[config.mk]
export PLATFORM = sky130hd
export DESIGN_NAME = fdt_scheduler
export DESIGN_NICKNAME = d
export VERILOG_FILES = /design/src/rtl/ISO14443A_pkg.sv /design/src/rtl/fdt_slot_timer.sv /design/src/rtl/fdt_scheduler.sv
export SDC_FILE = /design/constraint.sdc
export NUM_CORES = 1
export LEC_CHECK = 0
export ABC_AREA = 1
export ABC_CLOCK_PERIOD_IN_PS = 4059
export CORE_MARGIN = 3
export CORE_UTILIZATION = 62
export CTS_CLUSTER_SIZE = 20
export DETAILED_ROUTE_END_ITERATION = 16
export PLACE_DENSITY_LB_ADDON = 0.25
export SYNTH_ARGS = -nofsm -noshare
export SYNTH_HDL_FRONTEND = slang
export SYNTH_SLANG_ARGS = --single-unit
[constraint.sdc]
create_clock -name clk -period 4.06 [get_ports clk]
set_input_delay 0.406 -clock clk [delete_from_list [all_inputs] [get_ports clk]]
set_output_delay 0.406 -clock clk [all_outputs]
set_load 0.005 [all_outputs]
[src/rtl/ISO14443A_pkg.sv]
// Shared ISO/IEC 14443-A timing constants and the FDT scheduler state type.
package ISO14443A_pkg;

  localparam int FDT_N9_LAST1 = 1236;
  localparam int FDT_N9_LAST0 = 1172;
  localparam int BIT_TICKS    = 128;
  localparam int CNT_W        = 12;

  typedef enum logic [1:0] {IDLE, RX, ARMED, TX} fdt_state_t;

  // First possible tx_go tick, measured from the last pause end.
  function automatic logic [CNT_W-1:0] fire_tick(input logic last_bit, input int fdt1,
                                                 input int fdt0, input int latency);
    return last_bit ? CNT_W'(fdt1 - latency) : CNT_W'(fdt0 - latency);
  endfunction

endpackage

[src/rtl/fdt_slot_timer.sv]
// Pause-end timestamp counter plus the 128-tick response grid that follows the FDT.
module fdt_slot_timer
  import ISO14443A_pkg::*;
#(
  parameter int MAX_SLOTS = 16
) (
  input  logic             clk,
  input  logic             rst_n,
  input  logic             pause_n_synchronised,
  input  logic             in_rx,
  input  logic             armed,
  input  logic             arm_load,
  input  logic [CNT_W-1:0] t_fire,
  output logic             at_grid,
  output logic             slots_exhausted
);

  localparam int PH_W   = $clog2(BIT_TICKS);
  localparam int SLOT_W = $clog2(MAX_SLOTS + 1);

  logic              pause_q;
  logic              pause_rise;
  logic [CNT_W-1:0]  counter;
  logic [PH_W-1:0]   phase;
  logic [SLOT_W-1:0] slot;

  assign pause_rise = pause_n_synchronised & ~pause_q;

  always_ff @(posedge clk or negedge rst_n) begin
    if (!rst_n) begin
      pause_q <= 1'b1;
      counter <= '0;
    end else begin
      pause_q <= pause_n_synchronised;
      if (in_rx && pause_rise)
        counter <= CNT_W'(1);
      else if (counter != '1)
        counter <= counter + 1'b1;
    end
  end

  // Phase only runs once the FDT has been reached; each wrap opens the next slot.
  always_ff @(posedge clk or negedge rst_n) begin
    if (!rst_n) begin
      phase <= '0;
      slot  <= '0;
    end else if (arm_load) begin
      phase <= '0;
      slot  <= '0;
    end else if (armed && counter >= t_fire) begin
      phase <= phase + 1'b1;
      if (phase == PH_W'(BIT_TICKS - 1))
        slot <= slot + 1'b1;
    end
  end

  assign at_grid = armed && ((counter == t_fire) || ((counter > t_fire) && (phase == '0)));
  assign slots_exhausted = at_grid && (slot == SLOT_W'(MAX_SLOTS));

endmodule

[src/rtl/fdt_scheduler.sv]
// PICC turnaround sequencer: times the FDT from the last PCD pause and launches the response.
//   state | meaning
//   IDLE  | waiting for a PCD frame
//   RX    | frame being received, timestamping each pause end
//   ARMED | frame ended, waiting for the FDT / next grid slot with tx_req
//   TX    | PICC transmitting, rx path gated off
module fdt_scheduler
  import ISO14443A_pkg::*;
#(
  parameter int FDT_LAST1  = FDT_N9_LAST1,
  parameter int FDT_LAST0  = FDT_N9_LAST0,
  parameter int TX_LATENCY = 2,
  parameter int MAX_SLOTS  = 16
) (
  input  logic clk,
  input  logic rst_n,
  input  logic pause_n_synchronised,
  input  logic rx_soc,
  input  logic rx_eoc,
  input  logic rx_error,
  input  logic rx_data_valid,
  input  logic rx_data,
  input  logic tx_req,
  input  logic tx_done,
  output logic tx_go,
  output logic tx_missed,
  output logic rx_enable,
  output logic busy
);

  fdt_state_t       state, state_d;
  logic             last_bit, last_bit_d;
  logic [CNT_W-1:0] t_fire, t_fire_d;
  logic             tx_go_d, tx_missed_d;
  logic             arm_load;
  logic             at_grid, slots_exhausted;

  fdt_slot_timer #(.MAX_SLOTS(MAX_SLOTS)) u_slot_timer (
    .clk                  (clk),
    .rst_n                (rst_n),
    .pause_n_synchronised (pause_n_synchronised),
    .in_rx                (state == RX),
    .armed                (state == ARMED),
    .arm_load             (arm_load),
    .t_fire               (t_fire),
    .at_grid              (at_grid),
    .slots_exhausted      (slots_exhausted)
  );

  always_comb begin
    state_d     = state;
    last_bit_d  = last_bit;
    t_fire_d    = t_fire;
    tx_go_d     = 1'b0;
    tx_missed_d = 1'b0;
    arm_load    = 1'b0;
    case (state)
      IDLE: begin
        if (rx_soc) begin
          state_d    = RX;
          last_bit_d = 1'b0;
        end
      end
      RX: begin
        if (rx_error) begin
          state_d = IDLE;
        end else if (rx_soc) begin
          last_bit_d = 1'b0;
        end else if (rx_eoc) begin
          state_d  = ARMED;
          t_fire_d = fire_tick(last_bit, FDT_LAST1, FDT_LAST0, TX_LATENCY);
          arm_load = 1'b1;
        end else if (rx_data_valid) begin
          last_bit_d = rx_data;
        end
      end
      ARMED: begin
        // A PCD retransmission always takes precedence over launching a response.
        if (rx_soc) begin
          state_d    = RX;
          last_bit_d = 1'b0;
        end else if (at_grid && tx_req) begin
          state_d = TX;
          tx_go_d = 1'b1;
        end else if (slots_exhausted) begin
          state_d     = IDLE;
          tx_missed_d = 1'b1;
        end
      end
      TX: begin
        if (tx_done)
          state_d = IDLE;
      end
      default: state_d = IDLE;
    endcase
  end

  always_ff @(posedge clk or negedge rst_n) begin
    if (!rst_n) begin
      state     <= IDLE;
      last_bit  <= 1'b0;
      t_fire    <= '0;
      tx_go     <= 1'b0;
      tx_missed <= 1'b0;
      rx_enable <= 1'b1;
    end else begin
      state     <= state_d;
      last_bit  <= last_bit_d;
      t_fire    <= t_fire_d;
      tx_go     <= tx_go_d;
      tx_missed <= tx_missed_d;
      rx_enable <= (state_d != TX);
    end
  end

  assign busy = (state != IDLE);

endmodule

==> results.sh, run 1 <==
export IMPL_grt_usage_pct=23.3
export IMPL_peakVddDrop_mv=0.292
export IMPL_ys_flop_type="dfrtp_1"
export IMPL_cp_required_ps=4280
export IMPL_grt_pass1_wl_um=6440
export IMPL_fmax_mhz=517
export IMPL_post_route_util_pct=76.3
export IMPL_clk_path_buf_depth=2
export IMPL_postCtsSetupRepairBufs=0
export IMPL_dp_hpwl_um=2790
export IMPL_period_minus_slack_ps=1930
export IMPL_grt_overflow=0
export IMPL_cts_clk_slew_worst_paths_ps=100
export IMPL_post_drt_wl_per_cell_um=12.1
export IMPL_initial_core_util_pct=67.8
export IMPL_reg2reg_slack_ps=2130
export IMPL_final_area_um2=2190
export IMPL_finalHoldViolCount=0
export IMPL_cts_root_buf="clkbuf_4"
export IMPL_place_area_um2=2140
export IMPL_r2r_cells=13
export IMPL_rsz0062_at_grt="no"
export IMPL_period_share_pct=47.6
export IMPL_place_ws_ps=2160
export IMPL_slew_headroom_pct=65.5
export IMPL_postCtsHoldBufs=0
export IMPL_setup_violations=0
export IMPL_worst_hold_slack_ps=453
export IMPL_cts_sinks=33
export IMPL_synth_distinct_cells=30
export IMPL_critPathCaptureType="flip-flop"
export IMPL_ys_seq_elements=33
export IMPL_worstPathArrival_ps=2150
export IMPL_numCtsBuffers=5
export IMPL_die_h_um=62.1
export IMPL_via_count=1573
export IMPL_antenna_found_initial=0
export IMPL_synth_edf_count=0
export IMPL_die_width_um=62.1
export IMPL_num_fill_cells=221
export IMPL_tightest_slew_ps=515
export IMPL_drt_iter0_drc=80
export IMPL_synthCells=240
export IMPL_synthesis_nets=260
export IMPL_gp_congestion=0.917
export IMPL_io_buffers=13
export IMPL_synthArstFlopShare_pct=100
export IMPL_max_cap_violations=0
export IMPL_wl_um=3670
export IMPL_cp_max_fo=7
export IMPL_drtAntennaViolNets=0
export IMPL_vias_per_cell=5.19
export IMPL_cts_resized=0
export IMPL_skew_ps=12.8
export IMPL_synthesis_area_um2=1950
export IMPL_status="finished, final reports clean"
export IMPL_rr_startpoint="t_fire[7]"
export IMPL_die_area_um2=3850
export IMPL_grt_pass1_vias=1509
export IMPL_multiInputGateArea_um2=956
export IMPL_finalSetupTns_ps=0
export IMPL_coreArea_um2=2880
export IMPL_rr_endpoint="u_slot_timer.slot[3]"
export IMPL_fp_row_count=19
export IMPL_cts_max_level=2
export IMPL_post_route_cells_drive_above_1_share_pct=16.5
export IMPL_regArea_um2=828
export IMPL_leakagePower_nw=1.13
export IMPL_dr_pass1_iters=6
export IMPL_slew_violations=0
export IMPL_p_per_area_nw_per_um2=452
export IMPL_cts_tree="done"
export IMPL_crit_type="flip-flop to flip-flop"
export IMPL_hp_class="primary input to asynchronous set/reset pin"
export IMPL_clock_latency_ps=340
export IMPL_cp_start_kind="flip-flop"
export IMPL_ys_seq_area_share_pct=42.5
export IMPL_num_antenna_cells=0
export IMPL_synth_area_per_cell_um2=8.12
export IMPL_io_pins=14
export IMPL_grt_max_degree=34
export IMPL_nets=281
export IMPL_synthToLayoutAreaGrowth_pct=12.6
export IMPL_yosys_warnings=0
export IMPL_route_detailed_drc=0
export IMPL_setup_ws_ps=2130
==> cell families (layout without fill, tap and decap cells) <==
group | Yosys count | in the layout | share of synthesized area, %
AND/OR/NAND/NOR | 110 | 110 | 29.3
buffers and inverters | 44 | 65 | 8.47
AO/OA/AOI/OAI | 39 | 39 | 11.6
flip-flops | 33 | 33 | 42.5
adder cells (fa/ha/maj) | 10 | 10 | 6.42
XOR/XNOR | 4 | 4 | 1.80
==> layout make-up <==
cell class / instances / share of cell area, %
inverter: 44 / 7.53
tap: 42 / 2.39
sequential: 33 / 37.7
clock buffer: 7 / 2.51
multi-input combinational: 163 / 43.6
timing repair buffer: 14 / 6.27
==> how the worst max path moves through the flow <==
| stage | endpoint | from | cells past startpoint |
|---|---|---|---|
| floorplan | u_slot_timer.slot[2] | t_fire[7] | 14 |
| global placement | rx_enable | t_fire[7] | 13 |
| detailed placement | u_slot_timer.slot[2] | t_fire[7] | 12 |
| CTS | u_slot_timer.slot[3] | t_fire[7] | 13 |
| global route | state[0] | t_fire[7] | 12 |
| finish | u_slot_timer.slot[3] | t_fire[7] | 13 |
==> cell usage in the layout, fill, tap and decap left out, drive strengths merged, types with 3 or more instances in the layout <==
master / n
xor2: 4
nand2: 54
dfrtp: 31
o21ai: 16
nand3: 19
inv: 43
a211oi: 3
nor3: 9
clkbuf: 7
clkdlybuf4s50: 13
ha: 10
a21oi: 12
nand4: 4
nor2: 23
==> sequential cells by signal, indices dropped and copies added (netlist names) <==
name and flops:
u_slot_timer.phase 7, last_bit 1, tx_missed 1, tx_go 1
rx_enable 1, u_slot_timer.pause_q 1, u_slot_timer.slot 5, t_fire 2
u_slot_timer.counter 12, state 2
==> metrics by stage <==
stage                     std cells  total power [mW]
after floorplan                 240             0.708
after global placement          296             0.797
after detailed placement        296             0.808
after CTS                       303             0.996
after global routing            303              1.08
final                           303             0.992
==> where the power goes <==
part / total (mW) / switching (mW) / internal (mW)
registers: 0.473 / 0.0669 / 0.406
clock network: 0.186 / 0.104 / 0.0816
logic: 0.333 / 0.203 / 0.129
total: 0.992 / 0.375 / 0.617
==> cell usage after synthesis (2+ instances only) <==
library cell  number  area [um^2]
nand2_1           45          169
inv_1             33          124
dfrtp_1           31          776
nand3_1           17         85.1
nor2_1            16         60.1
o21ai_0           13         65.1
a21oi_1           12         60.1
ha_1              10          125
inv_2             10         37.5
nand2_2            6         37.5
nor2_2             6         37.5
nand4_1            4         25.0
nor3_1             4         20.0
nor3_2             4         40.0
xor2_1             4         35.0
a211oi_1           3         22.5
nand2_4            3         33.8
o21ai_1            3         15.0
a31oi_1            2         12.5
dfstp_2            2         52.6
nand3_2            2         20.0
o31ai_1            2         15.0
==> critical path, stage by stage, from the launching register on <==
cell     delay [ps]
dfrtp_1         370
inv_1           110
ha_1            320
nand2_1          70
nor2_1          150
nand3_1         120
nand2_1         110
nor2_2           70
nor2_8          140
nand2_4          80
nand2_4          90
inv_1            60
nand2_1          50
o31ai_1          70
==> layer usage <==
layer | part of all wire [%] | vias to the layer above | global-route usage (%)
li1 | - | 822 | -
met1 | 48 | 701 | 30.3
met2 | 44 | 41 | 36.5
met3 | 5.8 | 9 | 8.06
met4 | 2.2 | 0 | 7.27
met5 | 0 | - | 0
Power figures use the tool's default switching activity.
==> inputs of run 2 (changes only) <==
--- a/config.mk
+++ b/config.mk
@@ -6,9 +6,9 @@
 export NUM_CORES = 1
 export LEC_CHECK = 0
 export ABC_AREA = 1
-export ABC_CLOCK_PERIOD_IN_PS = 4059
+export ABC_CLOCK_PERIOD_IN_PS = 1910
 export CORE_MARGIN = 3
-export CORE_UTILIZATION = 62
+export CORE_UTILIZATION = 58
 export CTS_CLUSTER_SIZE = 20
 export DETAILED_ROUTE_END_ITERATION = 16
 export PLACE_DENSITY_LB_ADDON = 0.25
==> constraint.sdc (replaced) <==
create_clock -name clk -period 1.91 [get_ports clk]
set_input_delay 0.191 -clock clk [delete_from_list [all_inputs] [get_ports clk]]
set_output_delay 0.191 -clock clk [all_outputs]
set_load 0.005 [all_outputs]
==> run 2 against run 1 <==
Wire length grew 12%. Count of clock-buffer cells in the layout is the same. Cell area grew 10%. Worst hold slack lost 210 ps. Cell count grew 3.3%. Sequential power grew 110%. Critical path depth is the same. Fmax grew 2.7%. Clock skew shrank 0.91 ps. Die area grew 6.2%. Sequential cell count is the same. Critical endpoint is now u_slot_timer.phase[4]. Largest power group unchanged.
==> results.sh, run 2 (same netlist as run 1, synthesis figures left out) <==
export IMPL_top_register="u_slot_timer.counter"
export IMPL_antenna_found_initial=0
export IMPL_period_minus_slack_ps=1880
export IMPL_peakVddDrop_mv=0.759
export IMPL_rsz0062_at_grt="yes"
export IMPL_die_h_um=64.0
export IMPL_finalHoldViolCount=0
export IMPL_post_drt_wl_per_cell_um=13.1
export IMPL_grt_pass1_wl_um=6910
export IMPL_die_width_um=64.0
export IMPL_cts_max_level=2
export IMPL_tightest_slew_ps=417
export IMPL_rr_startpoint="t_fire[7]"
export IMPL_critPathCaptureType="flip-flop"
export IMPL_initial_core_util_pct=62.3
export IMPL_fp_row_count=20
export IMPL_mostFrequentLayoutCells="nand2_1 (39), dfrtp_1 (30), inv_1 (27)"
export IMPL_status="finished, final reports clean"
export IMPL_nets=288
export IMPL_grt_overflow=0
export IMPL_num_fill_cells=203
export IMPL_coreArea_um2=3130
export IMPL_endpoint="u_slot_timer.phase[4]"
export IMPL_gp_congestion=0.879
export IMPL_die_area_um2=4090
export IMPL_place_ws_ps=54.8
export IMPL_io_buffers=13
export IMPL_wl_um=4110
export IMPL_io_pins=14
export IMPL_fmax_mhz=531
export IMPL_cp_start_kind="flip-flop"
export IMPL_grt_usage_pct=21.8
export IMPL_crit_type="flip-flop to flip-flop"
export IMPL_synthToLayoutAreaGrowth_pct=24.0
export IMPL_multiInputGateArea_um2=1090
export IMPL_route_detailed_drc=0
export IMPL_via_count=1685
export IMPL_r2r_cells=13
export IMPL_cts_clk_slew_worst_paths_ps=110
export IMPL_drt_iter0_drc=61
export IMPL_vias_per_cell=5.38
export IMPL_max_cap_violations=0
export IMPL_finalSetupTns_ps=0
export IMPL_grt_pass1_vias=1568
export IMPL_setup_violations=0
export IMPL_slew_violations=0
export IMPL_setup_ws_ps=27.5
export IMPL_period_share_pct=98.6
export IMPL_largest_reg_flops=12
export IMPL_hp_class="primary input to asynchronous set/reset pin"
export IMPL_drtAntennaViolNets=0
export IMPL_final_common_cell="nand2_1"
export IMPL_num_antenna_cells=0
export IMPL_p_per_area_nw_per_um2=976
export IMPL_rr_endpoint="u_slot_timer.phase[4]"
export IMPL_grt_max_degree=34
export IMPL_skew_ps=11.9
export IMPL_postCtsHoldBufs=0
export IMPL_startpoint="t_fire[7]"
export IMPL_numCtsBuffers=5
export IMPL_post_route_cells_drive_above_1_share_pct=27.9
export IMPL_cts_sinks=33
export IMPL_clk_path_buf_depth=2
export IMPL_cp_max_fo=4
export IMPL_cts_tree="done"
export IMPL_worstPathArrival_ps=2130
export IMPL_dr_pass1_iters=4
export IMPL_reg_largest_list="u_slot_timer.counter x12, u_slot_timer.phase x7, u_slot_timer.slot x5"
export IMPL_regArea_um2=830
export IMPL_cp_required_ps=2160
export IMPL_dp_hpwl_um=2770
export IMPL_cts_root_buf="clkbuf_4"
export IMPL_clock_latency_ps=340
export IMPL_leakagePower_nw=1.19
export IMPL_reg2reg_slack_ps=30
export IMPL_slew_headroom_pct=72.2
==> run 2: worst min path at each step <==
stage	from	endpoint	slack [ps]	depth (start not counted)
finish	rst_n	u_slot_timer.counter[3]	240	2
global route	rst_n	u_slot_timer.counter[3]	270	2
CTS	rst_n	u_slot_timer.phase[2]	250	2
detailed placement	last_bit	t_fire[6]	480	2
global placement	last_bit	last_bit	480	2
floorplan	rst_n	last_bit	-100	0
==> run 2: timing repair <==
action | 4_1_cts | 5_1_grt
setup buffers | 0 | 6
setup endpoints to repair | 0 | 16
endpoints found under the hold margin | 0 | 0
resized for setup | 0 | 36
==> run 2: area by class of cell <==
cell class              count  area share [%]
clock buffers               7            2.28
clock inverters             1            1.24
inverters                  44            7.04
multi-input cells         163            45.0
flip-flops and latches     33            34.3
well taps                  44            2.28
repair buffers             21            7.87
==> run 2: power by group <==
part           internal [mW]  switching (mW)  leakage, nW  total, mW
Combinational          0.310           0.484        0.714      0.794
Sequential             0.863           0.144        0.429       1.01
Clock                  0.313           0.245       0.0455      0.558
Total                   1.49           0.873         1.19       2.36
==> run 2: routing by layer <==
layer  share of wire, %  up-vias  track usage (%)
met5                  0        -                0
li1                   -      838                -
met2                 47       48             33.3
met1                 46      789             29.2
met4                2.4        0             8.36
met3                5.0       10             6.15
==> run 2: per-stage QoR <==
stage	cell area, um^2	hold WS (ps)	instances	util [%]	total power, mW
finish	2420	243	313	77.3	2.36
global route	2420	273	313	77.3	2.54
CTS	2230	254	307	71.4	2.28
detailed placement	2150	484	299	68.7	1.72
global placement	2150	475	299	68.7	1.71
floorplan	1950	-105	240	-	1.50
==> run 2: worst max-delay path, cell delays in order (launching register included) <==
cell and delay (ps):
dfrtp_1 410, inv_4 80, ha_4 290, nand2_4 50, nor2_4 130, nand3_2 130, nand2_4 120, inv_4 40
nand2_4 70, nand2_4 60, nor3_4 220, nand2_1 80, nand2_1 80, a21oi_2 30
==> inputs of run 3 (changes only) <==
--- a/config.mk
+++ b/config.mk
@@ -6,12 +6,14 @@
 export NUM_CORES = 1
 export LEC_CHECK = 0
 export ABC_AREA = 1
-export ABC_CLOCK_PERIOD_IN_PS = 1910
+export ABC_CLOCK_PERIOD_IN_PS = 1800
 export CORE_MARGIN = 3
 export CORE_UTILIZATION = 58
 export CTS_CLUSTER_SIZE = 20
 export DETAILED_ROUTE_END_ITERATION = 16
 export PLACE_DENSITY_LB_ADDON = 0.25
+export REMOVE_ABC_BUFFERS = 1
+export SLEW_MARGIN = 40
 export SYNTH_ARGS = -nofsm -noshare
 export SYNTH_HDL_FRONTEND = slang
 export SYNTH_SLANG_ARGS = --single-unit
==> constraint.sdc (replaced) <==
create_clock -name clk -period 1.8 [get_ports clk]
set_input_delay 0.18 -clock clk [delete_from_list [all_inputs] [get_ports clk]]
set_output_delay 0.18 -clock clk [all_outputs]
set_load 0.005 [all_outputs]
==> run 3 against run 2 <==
The run now ends with setup timing left. Sequential share of layout area rose by 0.13 points. Fmax grew 1.1%. Clock power decreased by 12%. Critical path depth decreased by 2. Cell area decreased by 0.52%. Power increased by 3.2%.
==> results.sh, run 3 (same netlist as run 1, synthesis figures left out) <==
export IMPL_setup_violations=6
export IMPL_worstPathArrival_ps=2160
export IMPL_dp_hpwl_um=2980
export IMPL_worst_hold_slack_ps=229
export IMPL_cp_start_kind="flip-flop"
export IMPL_num_antenna_cells=0
export IMPL_peakVddDrop_mv=0.660
export IMPL_nets=288
export IMPL_io_pins=14
export IMPL_post_route_cells_drive_above_1_share_pct=29.0
export IMPL_cts_root_buf="clkbuf_4"
export IMPL_status="finished, violations left"
export IMPL_coreArea_um2=3130
export IMPL_wl_um=4490
export IMPL_reg_largest_list="u_slot_timer.counter x12, u_slot_timer.phase x7, u_slot_timer.slot x5"
export IMPL_fin_cells=313
export IMPL_grt_pass1_wl_um=7400
export IMPL_cp_top_family="simple AND/OR/NAND/NOR gates"
export IMPL_die_h_um=64.0
export IMPL_cts_max_level=2
export IMPL_numCtsBuffers=5
export IMPL_cts_sinks=33
export IMPL_postCtsHoldBufs=0
export IMPL_skew_ps=8.08
export IMPL_combPwrFrac_pct=35.8
export IMPL_slew_violations=0
export IMPL_rsz0062_at_grt="yes"
export IMPL_clock_latency_ps=350
export IMPL_io_buffers=13
export IMPL_p_total_mw=2.43
export IMPL_clk_path_buf_depth=2
export IMPL_post_route_util_pct=76.9
export IMPL_cts_clk_slew_worst_paths_ps=100
export IMPL_vias_per_cell=5.52
export IMPL_grt_overflow=0
export IMPL_drt_iter0_drc=123
export IMPL_crit_type="flip-flop to flip-flop"
export IMPL_post_drt_wl_per_cell_um=14.3
export IMPL_place_ws_ps=-52.0
export IMPL_p_int_mw=1.48
export IMPL_via_count=1727
export IMPL_synthToLayoutAreaGrowth_pct=23.4
export IMPL_max_cap_violations=0
export IMPL_clkPwrFrac_pct=20.1
export IMPL_critPathCaptureType="flip-flop"
export IMPL_final_common_cell="nand2_1"
export IMPL_switchingPower_mw=0.958
export IMPL_period_share_pct=103
export IMPL_hp_class="primary input to asynchronous set/reset pin"
export IMPL_fp_row_count=20
export IMPL_leakagePower_nw=1.19
export IMPL_grt_usage_pct=23.5
export IMPL_period_minus_slack_ps=1860
export IMPL_route_detailed_drc=0
export IMPL_violations="setup timing"
export IMPL_finalHoldViolCount=0
export IMPL_cts_tree="done"
export IMPL_fmax_mhz=537
export IMPL_slowest_delay_ps=430
export IMPL_p_seq_share_pct=44.1
export IMPL_antenna_found_initial=0
export IMPL_initial_core_util_pct=62.3
export IMPL_cp_slowest_cell="dfrtp_1"
export IMPL_mostFrequentLayoutCells="nand2_1 (36), dfrtp_1 (31), inv_1 (28)"
export IMPL_die_width_um=64.0
export IMPL_gp_congestion=0.839
export IMPL_tightest_slew_ps=427
export IMPL_dp_cells=302
export IMPL_grt_max_degree=34
export IMPL_die_area_um2=4090
export IMPL_path_buf_inv=3
export IMPL_cp_required_ps=2100
export IMPL_slew_headroom_pct=71.3
export IMPL_drtAntennaViolNets=0
export IMPL_dr_pass1_iters=4
export IMPL_p_per_area_nw_per_um2=1010
export IMPL_reg2reg_slack_ps=-60
export IMPL_largest_reg_flops=12
export IMPL_grt_pass1_vias=1683
export IMPL_setup_ws_ps=-61.3
export IMPL_top_register="u_slot_timer.counter"
export IMPL_crit_chain="ha_1 > nand2_4 > nor2_4 > nand3_2 > nand2_2 > nor2_4 > nor2_8 > nand4_1 > buf_4 > buf_4 > inv_1"
export IMPL_swShare_pct=39.3
export IMPL_cp_max_fo=5
==> run 3: changes by cell type in the layout (fill, tap and decap cells not counted), moves of 2 or more <==
cell / change
ha_4: -2
o21ai_0: -3
inv_4: -2
nand2_1: -3
nand2_2: +3
o21ai_2: +2
ha_1: +2
==> run 3: stage by stage <==
step	area [um^2]	TNS (ps)
2_1_floorplan	1950	0
3_3_place_gp	2170	0
3_5_place_dp	2170	-187
4_1_cts	2280	0
5_1_grt	2400	-1340
6_report	2400	-188
==> run 3: repair_timing <==
action	in CTS	in global routing
setup endpoints to repair	12	18
buffers inserted	1	2
pin swaps	6	11
gates resized for setup	8	34
==> run 3: power by group through the flow <==
stage | clock, mW | sequential (mW) | combinational (mW)
global route | 0.535 | 1.09 | 0.992
CTS | 0.493 | 1.06 | 0.772
global placement | 0 | 1.07 | 0.743
detailed placement | 0 | 1.07 | 0.762
finish | 0.490 | 1.07 | 0.872
floorplan | 0 | 1.04 | 0.555
==> run 3: path summary, 6_finish.rpt <==
path,endpoint,cells after the start,start
min,u_slot_timer.phase[1],2,rst_n
max in group asynchronous,rx_enable,2,rst_n
min in group clk,u_slot_timer.pause_q,1,pause_n_synchronised
max reg2reg,tx_go,11,u_slot_timer.counter[6]
min reg2reg,last_bit,2,last_bit
max,tx_go,11,u_slot_timer.counter[6]
==> run 3: worst reg2reg max path: stages, from the launching register on <==
cell     delay [ps]
dfrtp_1         430
ha_1            330
nand2_4          70
nor2_4          130
nand3_2          90
nand2_2         110
nor2_4           60
nor2_8          120
nand4_1         150
buf_4           170
buf_4           120
inv_1            40
==> run 3: routing by layer <==
metal  wire length, um  GRT usage, %  part of all wire, %
met2              2160          35.9                   48
met5                 0             0                    0
met1              2030          31.2                   45
met4                80          9.16                  1.8
met3               213          6.85                  4.7
==> run 3: cell type report <==
cell class | instances | area, um^2
well taps | 44 | 55.1
fillers | 222 | 723
inverters | 44 | 165
clock buffers | 7 | 65.1
flip-flops and latches | 33 | 828
multi-input cells | 163 | 1100
clock inverters | 1 | 5.00
repair buffers | 21 | 190
